==> src/rtl/gray_pkg.sv <==
// Shared constants and Gray-code helpers for the async FIFO pointer stages.
package gray_pkg;

    localparam int unsigned ADDR_W = 4;
    localparam int unsigned PTR_W  = ADDR_W + 1;

    // Binary to reflected-binary Gray: MSB passes, other bits XOR adjacent binary bits.
    function automatic logic [PTR_W-1:0] bin2gray(input logic [PTR_W-1:0] bin);
        return bin ^ (bin >> 1);
    endfunction

    // Gray back to binary; used by the read-side pointer stage.
    function automatic logic [PTR_W-1:0] gray2bin(input logic [PTR_W-1:0] gray);
        logic [PTR_W-1:0] bin;
        bin[PTR_W-1] = gray[PTR_W-1];
        for (int i = int'(PTR_W) - 2; i >= 0; i--) begin
            bin[i] = bin[i+1] ^ gray[i];
        end
        return bin;
    endfunction

endpackage

==> src/rtl/gray_wptr_full_if.sv <==
// Producer-side bundle of the write pointer stage.
interface gray_wptr_full_if #(
    parameter int unsigned ADDR_W = 4
);
    logic              wr_en;
    logic [ADDR_W:0]   rptr_gray_async;
    logic [ADDR_W:0]   wptr_gray;
    logic [ADDR_W-1:0] waddr;
    logic              wr_ack;
    logic              full;
    logic              overflow;

    modport master (
        output wr_en,
        output rptr_gray_async,
        input  wptr_gray,
        input  waddr,
        input  wr_ack,
        input  full,
        input  overflow
    );

    modport slave (
        input  wr_en,
        input  rptr_gray_async,
        output wptr_gray,
        output waddr,
        output wr_ack,
        output full,
        output overflow
    );
endinterface

==> src/rtl/sync_2ff.sv <==
// Width-parameterised two-flop synchroniser with synchronous active-high reset.
module sync_2ff #(
    parameter int unsigned Width = 1
) (
    input  logic             clk_i,
    input  logic             rst_i,
    input  logic [Width-1:0] d_i,
    output logic [Width-1:0] q_o
);

    logic [Width-1:0] rq1_q;
    logic [Width-1:0] rq2_q;

    // Two capture stages; only the second is safe to consume.
    always_ff @(posedge clk_i) begin
        if (rst_i) begin
            rq1_q <= '0;
            rq2_q <= '0;
        end else begin
            rq1_q <= d_i;
            rq2_q <= rq1_q;
        end
    end

    assign q_o = rq2_q;

endmodule

==> src/rtl/gray_wptr_full.sv <==
// Write-side pointer stage: binary/Gray write pointer, synchronised read pointer, full flag.
module gray_wptr_full #(
    parameter int unsigned ADDR_W = gray_pkg::ADDR_W
) (
    input logic              clk,
    input logic              rst,
    gray_wptr_full_if.slave  bus
);

    import gray_pkg::*;

    localparam int unsigned PtrW = ADDR_W + 1;

    logic [PtrW-1:0] wbin_q, wbin_d;
    logic [PtrW-1:0] wgray_q, wgray_d;
    logic [PtrW-1:0] rq2;
    logic            full_q, full_d;
    logic            ovf_q, ovf_d;
    logic            inc;

    sync_2ff #(
        .Width (PtrW)
    ) u_rptr_sync (
        .clk_i (clk),
        .rst_i (rst),
        .d_i   (bus.rptr_gray_async),
        .q_o   (rq2)
    );

    // Next pointer, Gray image and flags; full compares against read pointer one lap behind.
    always_comb begin
        inc     = bus.wr_en & ~full_q;
        wbin_d  = wbin_q + {{ADDR_W{1'b0}}, inc};
        wgray_d = bin2gray(wbin_d);
        full_d  = (wgray_d == {~rq2[ADDR_W:ADDR_W-1], rq2[ADDR_W-2:0]});
        ovf_d   = bus.wr_en & full_q;
    end

    // Pointer and flag registers; reset returns to the power-up state.
    always_ff @(posedge clk) begin
        if (rst) begin
            wbin_q  <= '0;
            wgray_q <= '0;
            full_q  <= 1'b0;
            ovf_q   <= 1'b0;
        end else begin
            wbin_q  <= wbin_d;
            wgray_q <= wgray_d;
            full_q  <= full_d;
            ovf_q   <= ovf_d;
        end
    end

    assign bus.wptr_gray = wgray_q;
    assign bus.waddr     = wbin_q[ADDR_W-1:0];
    // Masked during reset so no write is acknowledged that reset will discard.
    assign bus.wr_ack    = inc & ~rst;
    assign bus.full      = full_q;
    assign bus.overflow  = ovf_q;

endmodule

==> src/flat_wrapper.sv <==
// flat-port wrapper written by rule: the top's interface ports become plain ports
module gray_wptr_full_flat import gray_pkg::*;
#(
    parameter int unsigned ADDR_W = gray_pkg::ADDR_W
)
  (clk, rst, bus_wr_en, bus_rptr_gray_async, bus_wptr_gray, bus_waddr, bus_wr_ack, bus_full, bus_overflow);
  gray_wptr_full_if #(.ADDR_W(ADDR_W)) bus_i ();
  input logic clk;
  input logic rst;
  input wire logic [$bits(bus_i.wr_en)-1:0] bus_wr_en;
  input wire logic [$bits(bus_i.rptr_gray_async)-1:0] bus_rptr_gray_async;
  output wire logic [$bits(bus_i.wptr_gray)-1:0] bus_wptr_gray;
  output wire logic [$bits(bus_i.waddr)-1:0] bus_waddr;
  output wire logic [$bits(bus_i.wr_ack)-1:0] bus_wr_ack;
  output wire logic [$bits(bus_i.full)-1:0] bus_full;
  output wire logic [$bits(bus_i.overflow)-1:0] bus_overflow;
  assign bus_i.wr_en = bus_wr_en;
  assign bus_i.rptr_gray_async = bus_rptr_gray_async;
  assign bus_wptr_gray = bus_i.wptr_gray;
  assign bus_waddr = bus_i.waddr;
  assign bus_wr_ack = bus_i.wr_ack;
  assign bus_full = bus_i.full;
  assign bus_overflow = bus_i.overflow;
  gray_wptr_full #(.ADDR_W(ADDR_W)) u_core (.clk(clk), .rst(rst), .bus(bus_i));
endmodule
==> config.mk <==
export PLATFORM = sky130hd
export DESIGN_NAME = gray_wptr_full_flat
export DESIGN_NICKNAME = d
export VERILOG_FILES = /design/src/rtl/gray_pkg.sv /design/src/rtl/gray_wptr_full_if.sv /design/src/rtl/sync_2ff.sv /design/src/rtl/gray_wptr_full.sv /design/src/flat_wrapper.sv
export SDC_FILE = /design/constraint.sdc
export NUM_CORES = 1
export LEC_CHECK = 0
export CORE_UTILIZATION = 48
export DETAILED_ROUTE_END_ITERATION = 16
export PLACE_DENSITY = 0.78
export SLEW_MARGIN = 25
export SYNTH_ARGS = -nofsm -noshare
export SYNTH_HDL_FRONTEND = slang
export SYNTH_SLANG_ARGS = --single-unit
==> constraint.sdc <==
create_clock -name clk -period 2.8 [get_ports clk]
set_input_delay 0.56 -clock clk [delete_from_list [all_inputs] [get_ports clk]]
set_output_delay 0.56 -clock clk [all_outputs]
set_load 0.02 [all_outputs]
==> results by group <==
Status
  • Status: completed

Synthesis
  • Synth warn: 0
  • Syn Area/Cell: 11.1 um2
  • Mapped Cells: 68
  • Synth unique cells: 18
  • Xor-xnor portion of the synthesized cell area: 14.6%
  • Top post-synthesis cells by area: dfxtp_1 56%, nor2b_1 11%, xnor2_1 9.3%, nor2_1 3.5%, ha_1 3.3%
  • Synth top area share: 55.7%
  • Mux share of post-synthesis cell area: 1.33%
  • Synthesized area: 754 um2
  • Sequential area share after synthesis: 55.7%
  • Simple-gate area share of the yosys netlist: 21.4%
  • Syn_nets: 78
  • #FFs+latches synth: 21
  • Largest family of logic cells by synthesized area: simple AND/OR/NAND/NOR gates
  • Compound-Gate Fraction of Synth Area: 2.65%
  • Dominant cell type by area after synthesis: dfxtp_1
  • Adder-cell share of the synthesized area: 3.32%

Floorplan
  • Die area: 0.00173 mm2
  • Core Box Area: 0.00138 mm2
  • Row Count: 13
  • Die Y: 41.6 um
  • Die X: 41.6 um
  • Starting density of the core: 54.6%
  • Num ports: 20

Global routing
  • Initial antenna violation count: 0
  • Largest net degree at the start of global routing: 22
  • Met2 usage: 26.6%
  • Grt ovf: 0
  • Top Usage Layer GRT: met2
  • M3 GR Usage: 8.26%
  • Vias in the first global route: 520
  • Total track usage: 16.0%
  • Met1 track utilization from global routing: 17.4%
  • First-pass GRT wire length: 2090 um

Layout
  • Commonest non-fill, non-tap cell in the layout: dfxtp_1
  • Antenna cells: 0
  • Layout cell share with drive strength beyond 1: 8.79%
  • Post-layout net count: 102
  • Fill count: 105
  • Area Growth Syn to Fin: 32.3%
  • Most frequent cells in the layout: 21 x dfxtp_1, 19 x clkdlybuf4s50_1, 13 x nor2b_1

Worst setup path
  • Max incr delay on CP: 0.63 ns
  • WS Path Type: input pin to output pin
  • Critical path required time: 2.24 ns
  • Worst Setup End Kind: output pin
  • R2r startpoint: u_core.bus.full$_SDFF_PP0_
  • Critical path startpoint category: input pin
  • CP arrival: 1.84 ns
  • Stages on worst setup path: 3
  • Crit-path max FO: 3
  • R2R setup slack: 0.90 ns
  • Worst Path Buf+Inv: 2
  • Worst r2r dst: u_core.bus.full$_SDFF_PP0_
  • Slowest stage cell on the critical path: clkdlybuf4s50_1
  • Crit path max-delay family: buffers and inverters
  • Worst Reg-to-Reg Cells: 7
  • Crit-path cells: clkdlybuf4s50_1, nor3b_1, clkdlybuf4s50_1
  • Crit-path most repeated cell: clkdlybuf4s50_1

Drt
  • Wire per inst: 10.1 um
  • Residual DRC: 0
  • Pre-antenna DRT Iters: 3
  • First DRT Iteration DRCs: 4
  • Via count: 500
  • ANT nets after route: 0
  • Vias per cell: 4.72
  • DRT Wirelength: 1070 um

STA
  • Fin crit share: 85.7%
  • Fmax: 417 MHz
  • Final Slew Violations: 0
  • Relative slew slack: 77.8%
  • Setup TNS: 0 ns
  • Final hold violation count: 0
  • # setup viols final: 0
  • Final clock skew: 0.00814 ns
  • Actual slew at the worst max-slew pin: 0.331 ns
  • Hold WS: 0.446 ns
  • Setup repair after global routing missed its margin: no
  • Post-route minimum period: 2.40 ns

Placed design
  • Buffers added on ports: 19
  • Detailed Place HPWL: 814 um
  • Final Wtd Congestion: 0.718

Clock tree
  • CTS tree: yes
  • CTS H-tree lvls: 1
  • # resized after CTS: 0
  • CTS Buffer Depth: 2
  • Hold buffers post-CTS: 0
  • Worst-path clk slew: 0.11 ns
  • # Post-CTS Setup Buffers: 0
  • Total CTS buffers: 3
  • CTS root buf: clkbuf_4
  • Clk sinks: 21
  • Worst-Skew Late Latency: 0.30 ns

Power and ir drop
  • Pwr dens: 544 mW/mm2
  • Worst VDD drop: 421 uV
  • Leakage: 0.394 nW

Worst hold path
  • HP Start: u_core.u_rptr_sync.rq1_q[4]$_SDFF_PP0_
  • Worst Hold Class: flip-flop to flip-flop
  • Worst Hold Endpoint: u_core.u_rptr_sync.q_o[4]$_SDFF_PP0_
  • Hold depth: 1

Run
  • Max_cap viols: 0
worst reg2reg max path, stage by stage (launching register included):
cell	delay, ns
dfxtp_1	0.36
nor2b_1	0.12
ha_1	0.17
ha_1	0.18
nand3_1	0.09
xor2_1	0.19
or3_1	0.39
a2111oi_2	0.31
logic make-up after synthesis:
group | count (synthesis)
fa+ha+maj | 2
mux | 1
simple gates | 29
flops | 21
buf+inv | 2
compound gates | 2
xor+xnor | 11
cell type report:
class                   count  area [um2]  area share (%)
flip-flops and latches     21         420            42.1
multi-input cells          45         327            32.7
well taps                  15        18.8            1.88
clock buffers               3        22.5            2.26
clock inverters             1        5.00           0.501
repair buffers             21         205            20.6
synthesized netlist by cell type, drive strengths merged:
| master | count |
|---|---|
| dfxtp | 21 |
| nor2b | 13 |
| xnor2 | 8 |
| nor2 | 7 |
| nand3 | 3 |
| clkbuf | 2 |
| ha | 2 |
| xor2 | 2 |
| a2111oi | 1 |
| a21oi | 1 |
| and2 | 1 |
| and3b | 1 |
| mux2i | 1 |
| nand2 | 1 |
| nor3b | 1 |
| or2 | 1 |
| or3 | 1 |
| xnor3 | 1 |
metrics by stage:
| step | worst slack [ns] | cell area [um2] | total power [mW] | std cells | utilization (%) |
|---|---|---|---|---|---|
| floorplan | 0.769 | 754 | 0.376 | 68 | - |
| global placement | 0.253 | 971 | 0.409 | 102 | 70.2 |
| detailed placement | 0.158 | 971 | 0.411 | 102 | 70.2 |
| CTS | 0.391 | 998 | 0.550 | 106 | 72.2 |
| global route | 0.326 | 998 | 0.578 | 106 | 72.2 |
| finish | 0.401 | 998 | 0.543 | 106 | 72.2 |
sequential cells by signal, indices dropped and copies added (netlist names):
register,count
u_core.wbin_q,4
u_core.bus.full,1
u_core.u_rptr_sync.q_o,5
u_core.bus.wptr_gray,5
u_core.u_rptr_sync.rq1_q,5
u_core.bus.overflow,1
metal layers:
| metal | up-vias | share of wire, % |
|---|---|---|
| met3 | 3 | 6.6 |
| li1 | 264 | - |
| met2 | 17 | 46 |
| met1 | 216 | 46 |
| met5 | - | 0 |
| met4 | 0 | 0.94 |
worst max-delay path by stage:
stage | startpoint | to | slack, ns
global route | bus_wr_en | bus_wr_ack | 0.33
finish | bus_wr_en | bus_wr_ack | 0.40
floorplan | bus_wr_en | u_core.bus.full$_SDFF_PP0_ | 0.77
global placement | bus_wr_en | u_core.bus.full$_SDFF_PP0_ | 0.25
CTS | bus_wr_en | bus_wr_ack | 0.39
detailed placement | bus_wr_en | u_core.bus.full$_SDFF_PP0_ | 0.16
report_power, final:
group	switching, mW	total (mW)	internal [mW]
clock network	0.0869	0.140	0.0533
registers	0.00529	0.318	0.313
logic	0.0386	0.0850	0.0463
total	0.131	0.543	0.412
(Power assumes the default switching activity.)
